$ cat src/rtl/vwb_pkg.sv
// Shared types and constants for the vector-lane writeback arbiter.
// The request struct is the unit moved between exec input, skid buffer and write port.
package vwb_pkg;

  localparam int VWB_DATA_W = 64;
  localparam int VWB_REG_W  = 5;

  localparam logic [2:0] SEW_64 = 3'b011;

  typedef struct packed {
    logic [VWB_DATA_W-1:0] data;
    logic [VWB_REG_W-1:0]  dest;
    logic [2:0]            sew;
    logic                  masked;
  } wb_req_t;

endpackage

$ cat src/rtl/vlane_writeback_arb_if.sv
// Bundle of load-issue, memory-response, exec-result and register-file write signals.
// master = execution pipe / load unit / register file side, slave = writeback arbiter.
interface vwb_if #(
  parameter int DATA_WIDTH   = 64,
  parameter int REG_ADDR_W   = 5,
  parameter int LOAD_Q_DEPTH = 4
);
  localparam int CNT_W = $clog2(LOAD_Q_DEPTH + 1);

  logic                  load_issue_valid;
  logic [REG_ADDR_W-1:0] load_issue_dest;
  logic                  load_issue_ready;
  logic                  mem_valid;
  logic [DATA_WIDTH-1:0] mem_data;
  logic                  ex_valid;
  logic                  ex_ready;
  logic [DATA_WIDTH-1:0] ex_data;
  logic [REG_ADDR_W-1:0] ex_dest;
  logic [2:0]            ex_sew;
  logic                  ex_masked;
  logic                  wr_en;
  logic [DATA_WIDTH-1:0] wr_data;
  logic [REG_ADDR_W-1:0] wr_dest;
  logic [2:0]            wr_sew;
  logic                  wr_masked;
  logic                  wr_from_load;
  logic                  read_done;
  logic [CNT_W-1:0]      loads_pending;
  logic                  err_orphan_resp;

  modport master (
    output load_issue_valid, load_issue_dest, mem_valid, mem_data,
           ex_valid, ex_data, ex_dest, ex_sew, ex_masked,
    input  load_issue_ready, ex_ready, wr_en, wr_data, wr_dest, wr_sew,
           wr_masked, wr_from_load, read_done, loads_pending, err_orphan_resp
  );

  modport slave (
    input  load_issue_valid, load_issue_dest, mem_valid, mem_data,
           ex_valid, ex_data, ex_dest, ex_sew, ex_masked,
    output load_issue_ready, ex_ready, wr_en, wr_data, wr_dest, wr_sew,
           wr_masked, wr_from_load, read_done, loads_pending, err_orphan_resp
  );
endinterface

$ cat src/rtl/vwb_dest_fifo.sv
// Small FIFO holding destination registers of outstanding loads, oldest at the head.
// Caller guarantees no push when full and no pop when empty.
module vwb_dest_fifo #(
  parameter int DEPTH = 4,
  parameter int WIDTH = 5,
  localparam int CNT_W = $clog2(DEPTH + 1),
  localparam int PTR_W = $clog2(DEPTH)
) (
  input  logic             clk,
  input  logic             rst_n,
  input  logic             push_i,
  input  logic [WIDTH-1:0] din_i,
  input  logic             pop_i,
  output logic [WIDTH-1:0] head_o,
  output logic [CNT_W-1:0] count_o,
  output logic             full_o,
  output logic             empty_o
);

  logic [WIDTH-1:0] mem_q [DEPTH];
  logic [PTR_W-1:0] wr_ptr_q, rd_ptr_q;
  logic [CNT_W-1:0] count_q;

  // NOTE: storage has no reset; validity is tracked entirely by count_q and the pointers.
  always_ff @(posedge clk) begin
    if (push_i) mem_q[wr_ptr_q] <= din_i;
  end

  // NOTE: sequential state uses non-blocking assignments so all registers update together.
  always_ff @(posedge clk or negedge rst_n) begin
    if (!rst_n) begin
      wr_ptr_q <= '0;
      rd_ptr_q <= '0;
      count_q  <= '0;
    end else begin
      if (push_i) wr_ptr_q <= wr_ptr_q + 1'b1;
      if (pop_i)  rd_ptr_q <= rd_ptr_q + 1'b1;
      if (push_i && !pop_i)      count_q <= count_q + 1'b1;
      else if (pop_i && !push_i) count_q <= count_q - 1'b1;
    end
  end

  assign head_o  = mem_q[rd_ptr_q];
  assign count_o = count_q;
  assign full_o  = (count_q == CNT_W'(DEPTH));
  assign empty_o = (count_q == '0);

endmodule

$ cat src/rtl/vlane_writeback_arb.sv
// Writeback arbiter: memory responses beat the skid buffer, which beats new exec results.
// A displaced exec result parks in a one-entry skid buffer; writes are registered.
module vlane_writeback_arb
  import vwb_pkg::*;
#(
  parameter int DATA_WIDTH   = VWB_DATA_W,
  parameter int REG_ADDR_W   = VWB_REG_W,
  parameter int LOAD_Q_DEPTH = 4
) (
  input logic  clk,
  input logic  rst_n,
  vwb_if.slave bus
);

  localparam int CNT_W = $clog2(LOAD_Q_DEPTH + 1);

  logic                  q_push, q_pop, q_full, q_empty;
  logic [REG_ADDR_W-1:0] q_head;
  logic [CNT_W-1:0]      q_count;

  logic    load_win, ex_accept;
  wb_req_t ex_req;
  wb_req_t skid_q, skid_d, wr_req_q, wr_req_d;
  logic    skid_valid_q, skid_valid_d;
  logic    wr_en_q, wr_en_d;
  logic    wr_from_load_q, wr_from_load_d;
  logic    read_done_q, read_done_d;
  logic    err_orphan_q, err_orphan_d;

  // A response with nothing queued is dropped; a same-cycle issue still enqueues.
  assign load_win  = bus.mem_valid & ~q_empty;
  assign q_pop     = load_win;
  assign q_push    = bus.load_issue_valid & ~q_full;
  assign ex_accept = bus.ex_valid & ~skid_valid_q;
  assign ex_req    = '{data: bus.ex_data, dest: bus.ex_dest, sew: bus.ex_sew,
                       masked: bus.ex_masked};

  vwb_dest_fifo #(
    .DEPTH (LOAD_Q_DEPTH),
    .WIDTH (REG_ADDR_W)
  ) u_dest_fifo (
    .clk     (clk),
    .rst_n   (rst_n),
    .push_i  (q_push),
    .din_i   (bus.load_issue_dest),
    .pop_i   (q_pop),
    .head_o  (q_head),
    .count_o (q_count),
    .full_o  (q_full),
    .empty_o (q_empty)
  );

  // NOTE: every signal gets a default first so no path leaves it unassigned (no latches).
  always_comb begin
    wr_en_d        = 1'b0;
    wr_req_d       = wr_req_q;
    wr_from_load_d = wr_from_load_q;
    read_done_d    = 1'b0;
    skid_valid_d   = skid_valid_q;
    skid_d         = skid_q;
    err_orphan_d   = err_orphan_q | (bus.mem_valid & q_empty);

    if (load_win) begin
      wr_en_d        = 1'b1;
      wr_req_d       = '{data: bus.mem_data, dest: q_head, sew: SEW_64, masked: 1'b0};
      wr_from_load_d = 1'b1;
      read_done_d    = 1'b1;
      if (ex_accept) begin
        skid_valid_d = 1'b1;
        skid_d       = ex_req;
      end
    end else if (skid_valid_q) begin
      wr_en_d        = 1'b1;
      wr_req_d       = skid_q;
      wr_from_load_d = 1'b0;
      skid_valid_d   = 1'b0;
    end else if (ex_accept) begin
      wr_en_d        = 1'b1;
      wr_req_d       = ex_req;
      wr_from_load_d = 1'b0;
    end
  end

  always_ff @(posedge clk or negedge rst_n) begin
    if (!rst_n) begin
      skid_valid_q   <= 1'b0;
      skid_q         <= '0;
      wr_en_q        <= 1'b0;
      wr_req_q       <= '0;
      wr_from_load_q <= 1'b0;
      read_done_q    <= 1'b0;
      err_orphan_q   <= 1'b0;
    end else begin
      skid_valid_q   <= skid_valid_d;
      skid_q         <= skid_d;
      wr_en_q        <= wr_en_d;
      wr_req_q       <= wr_req_d;
      wr_from_load_q <= wr_from_load_d;
      read_done_q    <= read_done_d;
      err_orphan_q   <= err_orphan_d;
    end
  end

  assign bus.ex_ready         = ~skid_valid_q;
  assign bus.load_issue_ready = ~q_full;
  assign bus.wr_en            = wr_en_q;
  assign bus.wr_data          = wr_req_q.data;
  assign bus.wr_dest          = wr_req_q.dest;
  assign bus.wr_sew           = wr_req_q.sew;
  assign bus.wr_masked        = wr_req_q.masked;
  assign bus.wr_from_load     = wr_from_load_q;
  assign bus.read_done        = read_done_q;
  assign bus.loads_pending    = q_count;
  assign bus.err_orphan_resp  = err_orphan_q;

endmodule
$ cat src/flat_wrapper.sv
// flat-port wrapper written by rule: the top's interface ports become plain ports
module vlane_writeback_arb_flat import vwb_pkg::*;
#(
  parameter int DATA_WIDTH   = VWB_DATA_W,
  parameter int REG_ADDR_W   = VWB_REG_W,
  parameter int LOAD_Q_DEPTH = 4
)
  (clk, rst_n, bus_load_issue_valid, bus_load_issue_dest, bus_mem_valid, bus_mem_data, bus_ex_valid, bus_ex_data, bus_ex_dest, bus_ex_sew, bus_ex_masked, bus_load_issue_ready, bus_ex_ready, bus_wr_en, bus_wr_data, bus_wr_dest, bus_wr_sew, bus_wr_masked, bus_wr_from_load, bus_read_done, bus_loads_pending, bus_err_orphan_resp);
  vwb_if #(.DATA_WIDTH(DATA_WIDTH), .REG_ADDR_W(REG_ADDR_W), .LOAD_Q_DEPTH(LOAD_Q_DEPTH)) bus_i ();
  input logic clk;
  input logic rst_n;
  input wire logic [$bits(bus_i.load_issue_valid)-1:0] bus_load_issue_valid;
  input wire logic [$bits(bus_i.load_issue_dest)-1:0] bus_load_issue_dest;
  input wire logic [$bits(bus_i.mem_valid)-1:0] bus_mem_valid;
  input wire logic [$bits(bus_i.mem_data)-1:0] bus_mem_data;
  input wire logic [$bits(bus_i.ex_valid)-1:0] bus_ex_valid;
  input wire logic [$bits(bus_i.ex_data)-1:0] bus_ex_data;
  input wire logic [$bits(bus_i.ex_dest)-1:0] bus_ex_dest;
  input wire logic [$bits(bus_i.ex_sew)-1:0] bus_ex_sew;
  input wire logic [$bits(bus_i.ex_masked)-1:0] bus_ex_masked;
  output wire logic [$bits(bus_i.load_issue_ready)-1:0] bus_load_issue_ready;
  output wire logic [$bits(bus_i.ex_ready)-1:0] bus_ex_ready;
  output wire logic [$bits(bus_i.wr_en)-1:0] bus_wr_en;
  output wire logic [$bits(bus_i.wr_data)-1:0] bus_wr_data;
  output wire logic [$bits(bus_i.wr_dest)-1:0] bus_wr_dest;
  output wire logic [$bits(bus_i.wr_sew)-1:0] bus_wr_sew;
  output wire logic [$bits(bus_i.wr_masked)-1:0] bus_wr_masked;
  output wire logic [$bits(bus_i.wr_from_load)-1:0] bus_wr_from_load;
  output wire logic [$bits(bus_i.read_done)-1:0] bus_read_done;
  output wire logic [$bits(bus_i.loads_pending)-1:0] bus_loads_pending;
  output wire logic [$bits(bus_i.err_orphan_resp)-1:0] bus_err_orphan_resp;
  assign bus_i.load_issue_valid = bus_load_issue_valid;
  assign bus_i.load_issue_dest = bus_load_issue_dest;
  assign bus_i.mem_valid = bus_mem_valid;
  assign bus_i.mem_data = bus_mem_data;
  assign bus_i.ex_valid = bus_ex_valid;
  assign bus_i.ex_data = bus_ex_data;
  assign bus_i.ex_dest = bus_ex_dest;
  assign bus_i.ex_sew = bus_ex_sew;
  assign bus_i.ex_masked = bus_ex_masked;
  assign bus_load_issue_ready = bus_i.load_issue_ready;
  assign bus_ex_ready = bus_i.ex_ready;
  assign bus_wr_en = bus_i.wr_en;
  assign bus_wr_data = bus_i.wr_data;
  assign bus_wr_dest = bus_i.wr_dest;
  assign bus_wr_sew = bus_i.wr_sew;
  assign bus_wr_masked = bus_i.wr_masked;
  assign bus_wr_from_load = bus_i.wr_from_load;
  assign bus_read_done = bus_i.read_done;
  assign bus_loads_pending = bus_i.loads_pending;
  assign bus_err_orphan_resp = bus_i.err_orphan_resp;
  vlane_writeback_arb #(.DATA_WIDTH(DATA_WIDTH), .REG_ADDR_W(REG_ADDR_W), .LOAD_Q_DEPTH(LOAD_Q_DEPTH)) u_core (.clk(clk), .rst_n(rst_n), .bus(bus_i));
endmodule
$ cat config.mk
export PLATFORM = sky130hd
export DESIGN_NAME = vlane_writeback_arb_flat
export DESIGN_NICKNAME = d
export VERILOG_FILES = /design/src/rtl/vwb_pkg.sv /design/src/rtl/vlane_writeback_arb_if.sv /design/src/rtl/vwb_dest_fifo.sv /design/src/rtl/vlane_writeback_arb.sv /design/src/flat_wrapper.sv
export SDC_FILE = /design/constraint.sdc
export NUM_CORES = 1
export LEC_CHECK = 0
export ABC_AREA = 0
export BUFFER_PORTS_ARGS = -buffer_cell sky130_fd_sc_hd__buf_2
export CORE_ASPECT_RATIO = 1.5
export CORE_MARGIN = 1.5
export CORE_UTILIZATION = 45
export DETAILED_ROUTE_END_ITERATION = 10
export GPL_ROUTABILITY_DRIVEN = 0
export PLACE_DENSITY = 0.74
export REMOVE_ABC_BUFFERS = 1
export SLEW_MARGIN = 20
export SYNTH_ARGS = -nofsm -noshare
export SYNTH_HDL_FRONTEND = slang
export SYNTH_SLANG_ARGS = --single-unit
$ cat constraint.sdc
create_clock -name clk -period 4.7 [get_ports clk]
set_input_delay 0.47 -clock clk [delete_from_list [all_inputs] [get_ports clk]]
set_output_delay 0.47 -clock clk [all_outputs]
set_load 0.03 [all_outputs]
==> Word-level counts from Yosys, hierarchy flattened <==
Memories as Yosys holds them, arrays and structs flattened.
Index checks and enable logic that the tools add are counted.
{ "word_totals": {"out_inout_bits": 82, "ram_bits": 20, "mem_count": 1, "regBits": 158, "wordCells": 55} }
{ "mem_list": {"columns": ["memory", "depth", "width", "rd", "rd_ports_with_merged_regs", "write_ports", "line_no", "text"], "rows": [
  ["u_core.u_dest_fifo.mem_q", 4, 5, 1, 0, 1, "vwb_dest_fifo.sv:20", "logic [WIDTH-1:0] mem_q [DEPTH];"]
]} }
{ "classes": {"add_sub_neg": 4, "bitwise": 8, "muxes": 16, "n_eq_ne": 2, "n_reduce_logical": 8} }
{ "op_table": {"columns": ["op", "n"], "rows": [
  ["two-way mux 73 bit", 3],
  ["two-way mux 1 bit", 11],
  ["two-way mux 3 bit", 2],
  ["adder 2 x 1 -> 2 bit, second input constant", 2],
  ["bitwise AND 1 bit", 4],
  ["adder 3 x 1 -> 3 bit, second input constant", 1],
  ["equality test 3 bit, second input constant", 1],
  ["logical NOT 3 bit", 1],
  ["NOT 1 bit", 3],
  ["nonzero test 3 bit", 1],
  ["subtractor 3 x 1 -> 3 bit, second input constant", 1],
  ["logical AND 1 bit", 2],
  ["logical NOT 1 bit", 2],
  ["!= test 2 x 1 -> 1 bit, second input constant", 1],
  ["AND reduction 2 bit", 1],
  ["nonzero test 2 bit", 1],
  ["bitwise OR 1 bit", 1]
]} }

==> Depth between registers and ports, before layout <==
Gate-level depths: netlist (run 1).
{ "logic_depth": {"depth_word": 7, "mapped_depth": 8, "depth_no_buf": 8} }

==> Cells and area by module <==
From an unflattened synthesis (run 1), not the netlist that was laid out.
{ "hier_totals": {"cells_unflattened": 709, "hier_area_um2": 8411.8} }
{ "modules_own_cells": {"columns": ["module", "area_each_um2", "seq_area_each_um2", "n_inst", "cells_per_inst"], "rows": [
  ["vlane_writeback_arb", 7293.2, 3778.6, 1, 648],
  ["vwb_dest_fifo", 1118.6, 775.7, 1, 61]
]} }

==> Least setup slack after synthesis (run 1) <==
Ideal clock, no wire load.
{ "synth_timing": {"kind": "reg-to-reg", "startpoint": "register u_core.u_dest_fifo.count_q[0], in the netlist u_core.u_dest_fifo.count_o[0]", "endpoint": "register u_core.u_dest_fifo.count_q[2], in the netlist u_core.u_dest_fifo.count_o[2]", "required_time_ps": 4621, "slack_ps": 2483, "stages_incl_launch_ff": 9, "arrival_ps": 2138, "setup_time_ps": 79, "path_cell_list": "dfrtp_1 nor2_1 a21boi_1 ha_1 inv_1 fa_1 xor2_1 nor2_1 xor2_1"} }
{ "synth_between": {"elab_chain_len": 6, "word_cells_on_any_way": 15} }
{ "synth_lines": {"columns": ["element", "line_no", "text"], "rows": [
  ["from (decl)", "vwb_dest_fifo.sv:22", "logic [CNT_W-1:0] count_q;"],
  ["from (signal assigned)", "vwb_dest_fifo.sv:38", "if (push_i && !pop_i) count_q <= count_q + 1'b1;"],
  ["from (signal assigned)", "vwb_dest_fifo.sv:39", "else if (pop_i && !push_i) count_q <= count_q - 1'b1;"],
  ["equality test 3 bit *", "vwb_dest_fifo.sv:45", "assign full_o = (count_q == CNT_W'(DEPTH));"],
  ["NOT 1 bit *", "vlane_writeback_arb.sv:33", "assign q_push = bus.load_issue_valid & ~q_full;"],
  ["bitwise AND 1 bit *", "vlane_writeback_arb.sv:33", null],
  ["via u_core.q_push", "vlane_writeback_arb.sv:17", "logic q_push, q_pop, q_full, q_empty;"],
  ["logical NOT 1 bit", "vwb_dest_fifo.sv:39", null],
  ["logical AND 1 bit", "vwb_dest_fifo.sv:39", null],
  ["nonzero test 2 bit (no source line)", null, null]
]} }
The timed path passes the listed nets; every way through them passes the cells marked *. The select of a mux whose other input is x is not followed.
A chain may end at the register's enable or synchronous reset.

==> Final worst setup path (run 1) <==
{ "layout_timing": {"startpoint": "register u_core.u_dest_fifo.count_q[1], in the netlist u_core.u_dest_fifo.count_o[1]", "endpoint": "register u_core.skid_q[33] in the netlist's numbering"} }
{ "layout_between": {"elab_chain_len": 4} }
{ "layout_lines": {"columns": ["element", "line_no", "text"], "rows": [
  ["logical NOT 3 bit", "vwb_dest_fifo.sv:46", "assign empty_o = (count_q == '0);"],
  ["NOT 1 bit", "vlane_writeback_arb.sv:31", "assign load_win = bus.mem_valid & ~q_empty;"],
  ["bitwise AND 1 bit", "vlane_writeback_arb.sv:31", null],
  ["AND reduction 2 bit (no source line)", null, null],
  ["to (signal assigned)", "vlane_writeback_arb.sv:95", "skid_q <= skid_d;"],
  ["to (decl)", "vlane_writeback_arb.sv:23", "wb_req_t skid_q, skid_d, wr_req_q, wr_req_d;"]
]} }
No other way between the ends.

==> impl_metrics.env, run 1 <==
export IMPL_grt_max_degree=90
export IMPL_peakVddDrop_uv=454.1
export IMPL_setup_slack_ns=1.908
export IMPL_via_count=5991
export IMPL_cts_sinks=178
export IMPL_met3_length_um=776
export IMPL_ys_ff_latch=178
export IMPL_outcome="finished, violations left"
export IMPL_synth_cell_area_um2=8041
export IMPL_cp_start_kind="flip-flop"
export IMPL_cts_htree_levels=4
export IMPL_synth_edf_count=20
export IMPL_cts_path_max_buffers=2
export IMPL_synth_flop_cell="dfrtp_1"
export IMPL_io_pin_count=229
export IMPL_leakagePower_nw=4.424
export IMPL_ctsResizeCount=0
export IMPL_stdcell_area_um2=9844
export IMPL_worst_pin_slew_ns=1.041
export IMPL_cts_tree="yes"
export IMPL_finalNetCount=989
export IMPL_post_route_min_period_ns=2.792
export IMPL_muxShareOfSynthArea_pct=14.03
export IMPL_relSlewSlack_pct=30.63
export IMPL_finalSetupTns_ns=0
export IMPL_cp_end_kind="flip-flop"
export IMPL_power_total_mw=6.193
export IMPL_antenna_found_initial=5
export IMPL_cts_hold_fix_buffers=0
export IMPL_numPortBuffers=228
export IMPL_met2_length_mm=10.10
export IMPL_worst_setup_path_type="flip-flop to flip-flop"
export IMPL_place_ws_ns=1.874
export IMPL_finClkSkew_ns=0.01331
export IMPL_setup_viol=0
export IMPL_drc_errors=15
export IMPL_path_max_fanout=73
export IMPL_synth_top_family_by_area="multiplexers"
export IMPL_drtIter0Drc=407
export IMPL_grt_pass1_vias=5992
export IMPL_firstDrtPassIters=9
export IMPL_maxCapViolCount=0
export IMPL_die_w_um=112.1
export IMPL_grt_usage_pct=20.49
export IMPL_crit_buf_inv=1
export IMPL_yosysTopAreaCell="dfrtp_1"
export IMPL_dieArea_um2=18700
export IMPL_synth_avg_cell_area_um2=12.62
export IMPL_cpMaxStageDelayCell="nand2_4"
export IMPL_cts_buffers=17
export IMPL_finalMaxSlewViolations=0
export IMPL_root_buffer="clkbuf_16"
export IMPL_synth_top_area_share_pct=49.17
export IMPL_wire_per_inst_um=17.83
export IMPL_clk_latency_ns=0.42
export IMPL_crit_family="simple AND/OR/NAND/NOR gates"
export IMPL_ys_top_cells_by_area="dfrtp_1 (49%), mux2_2 (12%), a221o_1 (7.7%)"
export IMPL_synth_cell_types=32
export IMPL_start_util_pct=46.16
export IMPL_async_flop_share_pct=88.76
export IMPL_timing_final_crit_share_pct=59.41
export IMPL_drive_gt1_share_pct=42.40
export IMPL_wl_mm=19.03
export IMPL_seq_area_frac_synth_pct=56.64
export IMPL_syn2layout_area_growth_pct=22.42
export IMPL_postCtsSetupBuffers=0
export IMPL_crit_required_ns=4.99
export IMPL_grt_pass1_wl_mm=30.48
export IMPL_place_area_um2=9196
export IMPL_die_h_um=166.7
export IMPL_syn_inst=637
export IMPL_grt_overflow_total=0
export IMPL_violations="DRC"
export IMPL_routed_via_density=5.615
export IMPL_synth_xor_area_share_pct=0.6535
export IMPL_core_region_area_um2=17420
export IMPL_ant_nets=0
export IMPL_crit_chain="o31ai_4 > inv_4 > nand2_4 > mux2_2"
export IMPL_hpwl_mm=12.74
export IMPL_n_fill_cell=1467
export IMPL_m1WireLength_mm=7.637
export IMPL_min_path_type="input port to async pin"
export IMPL_power_density_nw_per_um2=629.1
export IMPL_num_rows=59
export IMPL_synth_simple_area_share_pct=10.32
export IMPL_grt_setup_unrepaired="false"
export IMPL_finalHoldViolCount=0
export IMPL_clkTransAtPathRegs_ns=0.06
export IMPL_synth_compound_area_share_pct=12.90
export IMPL_top_layer="met4"
export IMPL_synth_commonest_cells="dfrtp_1 (158), mux2_2 (84), nand2_1 (77)"
export IMPL_max_freq_mhz=358.2
export IMPL_critPathArrivalTime_ns=3.08
export IMPL_yosysWarnings=0
export IMPL_synth_fa_ha_area_share_pct=1.027
export IMPL_slowest_delay_ns=0.85
export IMPL_yosysMostFrequentCell="dfrtp_1"
==> cells by family (layout without fill, tap and decap cells) <==
family,Yosys count,after routing
AO/OA/AOI/OAI,138,138
XOR/XNOR,6,6
adder cells (fa/ha/maj),6,6
buffers and inverters,60,272
flip-flops,178,178
multiplexers,96,96
other,0,5
AND/OR/NAND/NOR,153,153
==> metal layers <==
metal / up-vias / GRT usage, %
met5: - / 0
met4: 0 / 8.090
met3: 30 / 4.403
met2: 166 / 35.98
met1: 3041 / 24.41
li1: 2754 / -
==> worst reg2reg max path: cells and delay by family, from the launching register on <==
family / cells / cell delay [ns]
AOI/OAI and AO/OA: 1 / 0.51
buffers and inverters: 1 / 0.35
DFF: 1 / 0.47
muxes: 1 / 0.49
and+or+nand+nor: 1 / 0.85
==> report_power, final <==
group	leakage (nW)	total (mW)	internal, mW	switching (mW)
logic	2.05	2.12	0.897	1.22
clock network	0.309	1.51	0.896	0.611
registers	2.07	2.57	2.18	0.388
==> path summary, 6_finish.rpt <==
check / from / end / slack, ns / depth (start not counted)
worst max-delay path: u_core.u_dest_fifo.count_o[1] / u_core.skid_q[33] / 1.91 / 4
worst min-delay path: rst_n / u_core.bus.wr_data[30] / 0.04 / 1
worst max register to register: u_core.u_dest_fifo.count_o[1] / u_core.skid_q[33] / 1.91 / 4
worst min register to register: u_core.bus.err_orphan_resp / u_core.bus.err_orphan_resp / 0.46 / 1
max in group asynchronous: rst_n / u_core.bus.wr_data[34] / 3.57 / 2
min in group clk: bus_load_issue_dest[2] / u_core.u_dest_fifo.mem_q[2][2] / 0.28 / 1
==> sequential cells by signal, summed over array words and instances (netlist names) <==
| register | flops |
|---|---|
| u_core.bus.wr_sew | 3 |
| u_core.bus.wr_masked | 1 |
| u_core.u_dest_fifo.wr_ptr_q | 2 |
| u_core.u_dest_fifo.rd_ptr_q | 2 |
| u_core.u_dest_fifo.mem_q | 20 |
| u_core.skid_q | 73 |
| u_core.bus.wr_from_load | 1 |
| u_core.skid_valid_q | 1 |
| u_core.bus.wr_en | 1 |
| u_core.bus.err_orphan_resp | 1 |
| u_core.bus.read_done | 1 |
| u_core.u_dest_fifo.count_o | 3 |
| u_core.bus.wr_data | 64 |
| u_core.bus.wr_dest | 5 |
==> through the flow <==
| stage | std cells | util [%] | hold slack [ns] |
|---|---|---|---|
| 2_1_floorplan | 583 | - | 0.1744 |
| 3_3_place_gp | 1030 | 52.79 | 0.4385 |
| 3_5_place_dp | 1030 | 52.79 | 0.4427 |
| 4_1_cts | 1062 | 56.43 | 0.08094 |
| 5_1_grt | 1067 | 56.51 | 0.08178 |
| 6_report | 1067 | 56.51 | 0.03989 |
==> area by class of cell <==
| cell class | count | area [um2] | share of cell area (%) |
|---|---|---|---|
| sequential | 178 | 4558 | 46.30 |
| multi-input combinational | 399 | 3142 | 31.91 |
| timing repair buffer | 234 | 1205 | 12.24 |
| clock buffer | 20 | 467.9 | 4.753 |
| tap | 213 | 266.5 | 2.707 |
| clock inverter | 12 | 167.7 | 1.703 |
| inverter | 6 | 25.02 | 0.2542 |
| antenna | 5 | 12.51 | 0.1271 |
==> layout by cell type, fill, tap and decap left out, types with 5 or more instances in the layout <==
cell / instances
o21ai_0: 5
nand3b_1: 62
buf_2: 227
ha_1: 5
a21oi_1: 64
nor2_1: 6
mux4_2: 5
dfrtp_1: 157
edfxtp_1: 20
mux2_2: 84
buf_4: 5
clkbuf_16: 18
diode_2: 5
nand2_1: 77
mux2i_1: 7
a221o_1: 62
(Power assumes the default switching activity.)
==> run 2, diff against run 1 <==
--- a/config.mk
+++ b/config.mk
@@ -5,14 +5,14 @@
 export SDC_FILE = /design/constraint.sdc
 export NUM_CORES = 1
 export LEC_CHECK = 0
-export ABC_AREA = 0
+export ABC_AREA = 1
 export BUFFER_PORTS_ARGS = -buffer_cell sky130_fd_sc_hd__buf_2
 export CORE_ASPECT_RATIO = 1.5
 export CORE_MARGIN = 1.5
 export CORE_UTILIZATION = 45
 export DETAILED_ROUTE_END_ITERATION = 10
 export GPL_ROUTABILITY_DRIVEN = 0
-export PLACE_DENSITY = 0.74
+export PLACE_DENSITY = 0.76
 export REMOVE_ABC_BUFFERS = 1
 export SLEW_MARGIN = 20
 export SYNTH_ARGS = -nofsm -noshare
==> constraint.sdc (replaced) <==
create_clock -name clk -period 2.32 [get_ports clk]
set_input_delay 0.232 -clock clk [delete_from_list [all_inputs] [get_ports clk]]
set_output_delay 0.232 -clock clk [all_outputs]
set_load 0.03 [all_outputs]
==> impl_metrics.env, run 2 <==
export IMPL_drive_gt1_share_pct=22.35
export IMPL_hpwl_mm=14.87
export IMPL_dp_cells=1450
export IMPL_outcome="completed"
export IMPL_muxShareOfSynthArea_pct=0
export IMPL_crit_buf_inv=3
export IMPL_power_density_nw_per_um2=1229
export IMPL_synth_edf_count=20
export IMPL_die_w_um=114.2
export IMPL_crit_chain="inv_2 > buf_4 > buf_2"
export IMPL_cts_htree_levels=4
export IMPL_io_pin_count=229
export IMPL_synth_avg_cell_area_um2=7.883
export IMPL_place_area_um2=9632
export IMPL_wire_per_inst_um=15.08
export IMPL_synth_flop_cell="dfrtp_1"
export IMPL_synth_fa_ha_area_share_pct=0.9901
export IMPL_postCtsSetupBuffers=0
export IMPL_maxCapViolCount=0
export IMPL_peakVddDrop_uv=1052
export IMPL_largest_reg_flops=73
export IMPL_leakagePower_nw=5.509
export IMPL_relSlewSlack_pct=50.31
export IMPL_grt_pass1_wl_mm=37.00
export IMPL_async_flop_share_pct=88.76
export IMPL_grt_pass1_vias=7600
export IMPL_mostFrequentLayoutCells="nand2_1 (524), buf_2 (227), nand3_1 (224)"
export IMPL_min_path_type="input port to flip-flop"
export IMPL_stdcell_area_um2=10250
export IMPL_worst_pin_slew_ns=0.7453
export IMPL_firstDrtPassIters=5
export IMPL_seq_area_frac_synth_pct=54.61
export IMPL_synth_compound_area_share_pct=0.6151
export IMPL_synth_top_area_share_pct=47.40
export IMPL_finalNonFillerCells=1493
export IMPL_synth_top_family_by_area="simple AND/OR/NAND/NOR gates"
export IMPL_finalMaxSlewViolations=0
export IMPL_yosysWarnings=0
export IMPL_grt_setup_unrepaired="false"
export IMPL_clk_latency_ns=0.42
export IMPL_yosysMostFrequentCell="nand2_1"
export IMPL_path_max_fanout=34
export IMPL_top_register="u_core.skid_q"
export IMPL_cts_path_max_buffers=2
export IMPL_slowest_delay_ns=0.49
export IMPL_wl_mm=22.52
export IMPL_worst_setup_path_type="flip-flop to primary output"
export IMPL_max_freq_mhz=494.9
export IMPL_cpMaxStageDelayCell="dfrtp_2"
export IMPL_num_rows=60
export IMPL_met3_usage_pct=4.750
export IMPL_top_usage_layer="met2"
export IMPL_layout_commonest_cell="nand2_1"
export IMPL_synth_cell_types=23
export IMPL_synth_xor_area_share_pct=0.3150
export IMPL_dieArea_um2=19380
export IMPL_core_region_area_um2=18020
export IMPL_place_ws_ns=0.3300
export IMPL_yosysTopAreaCell="dfrtp_1"
export IMPL_root_buffer="clkbuf_16"
export IMPL_start_util_pct=46.29
export IMPL_setup_slack_ns=0.2994
export IMPL_setup_viol=0
export IMPL_via_count=7649
export IMPL_drtIter0Drc=446
export IMPL_ant_nets=0
export IMPL_cts_buffers=17
export IMPL_ys_top_cells_by_area="dfrtp_1 (47%), nand2_1 (24%), nand3_1 (13%)"
export IMPL_finClkSkew_ns=0.01082
export IMPL_crit_required_ns=2.09
export IMPL_ctsResizeCount=0
export IMPL_synth_simple_area_share_pct=38.60
export IMPL_finalNetCount=1406
export IMPL_syn2layout_area_growth_pct=22.91
export IMPL_grt_max_degree=149
export IMPL_synth_cell_area_um2=8340
export IMPL_hold_ws_ns=0.02422
export IMPL_routed_via_density=5.123
export IMPL_n_fill_cell=1694
export IMPL_syn_inst=1058
export IMPL_grt_usage_pct=24.07
export IMPL_grt_overflow_total=0
export IMPL_numPortBuffers=228
export IMPL_cts_hold_fix_buffers=1
export IMPL_finalHoldViolCount=0
export IMPL_antenna_found_initial=10
export IMPL_die_h_um=169.7
export IMPL_post_route_min_period_ns=2.021
export IMPL_drc_errors=0
export IMPL_timing_final_crit_share_pct=87.10
export IMPL_cts_tree="yes"
export IMPL_cp_end_kind="primary output"
export IMPL_ys_ff_latch=178
export IMPL_critPathArrivalTime_ns=1.79
export IMPL_cts_sinks=178
export IMPL_cp_start_kind="flip-flop"
export IMPL_crit_family="buffers and inverters"
export IMPL_gr_usage_met2_pct=41.59
export IMPL_clkTransAtPathRegs_ns=0.06
export IMPL_synth_commonest_cells="nand2_1 (524), nand3_1 (224), dfrtp_1 (158)"
export IMPL_met1_usage_pct=28.67
-- run 2: path summary, 6_finish.rpt --
| kind | slack, ns | from | to | cells after the start |
|---|---|---|---|---|
| max in group asynchronous | 1.31 | rst_n | u_core.bus.wr_dest[3] | 3 |
| worst min-delay path | 0.02 | bus_mem_data[9] | u_core.bus.wr_data[9] | 3 |
| worst max register to register | 0.31 | u_core.u_dest_fifo.count_o[0] | u_core.u_dest_fifo.count_o[2] | 11 |
| worst min register to register | 0.47 | u_core.skid_q[54] | u_core.skid_q[54] | 2 |
| min in group asynchronous | 0.30 | rst_n | u_core.bus.wr_data[7] | 2 |
| worst max-delay path | 0.30 | u_core.skid_valid_q | bus_ex_ready | 3 |
-- run 2: cell families after synthesis --
kind of cell,count (synthesis)
AO/OA/AOI/OAI,9
flip-flops,178
AND/OR/NAND/NOR,774
buffers and inverters,88
XOR/XNOR,3
adder cells (fa/ha/maj),6
-- run 2: layout make-up --
class                           instances  area (um2)  share of cell area [%]
Sequential cell                       178        4556                   44.44
Multi-Input combinational cell        792        3408                   33.25
Timing Repair Buffer                  247        1343                   13.10
Clock buffer                           24       481.7                   4.699
Tap cell                              217       271.5                   2.649
Clock inverter                          8       102.6                   1.001
Inverter                               17       63.81                  0.6225
Antenna cell                           10       25.02                  0.2441
-- run 2: per-stage QoR --
stage	TNS [ns]	utilization [%]	total power [mW]
5_1_grt	0	56.88	13.47
2_1_floorplan	-272.34	-	8.217
6_report	0	56.90	12.60
3_5_place_dp	0	53.46	9.820
4_1_cts	0	56.76	12.70
3_3_place_gp	0	53.46	9.671
-- run 2: layer usage --
metal | part of all wire (%) | up-vias | wire, um
met5 | 0 | - | 0
met4 | 3.4 | 0 | 774
met3 | 5.0 | 46 | 1115
met2 | 52 | 218 | 11730
met1 | 39 | 3615 | 8892
li1 | - | 3770 | -
-- run 2: worst reg2reg max path, delay by kind of cell, from the launching register on --
kind | cells | cell delay, ns
AND/OR/NAND/NOR | 5 | 0.43
flip-flops | 1 | 0.47
XOR/XNOR | 1 | 0.16
adder cells (fa/ha/maj) | 2 | 0.58
buffers and inverters | 3 | 0.29
-- run 2: where the power goes --
group          switching, mW  total [mW]  internal, mW
Sequential             0.713        5.11          4.40
Combinational           3.21        4.64          1.43
Clock                   1.18        2.85          1.67
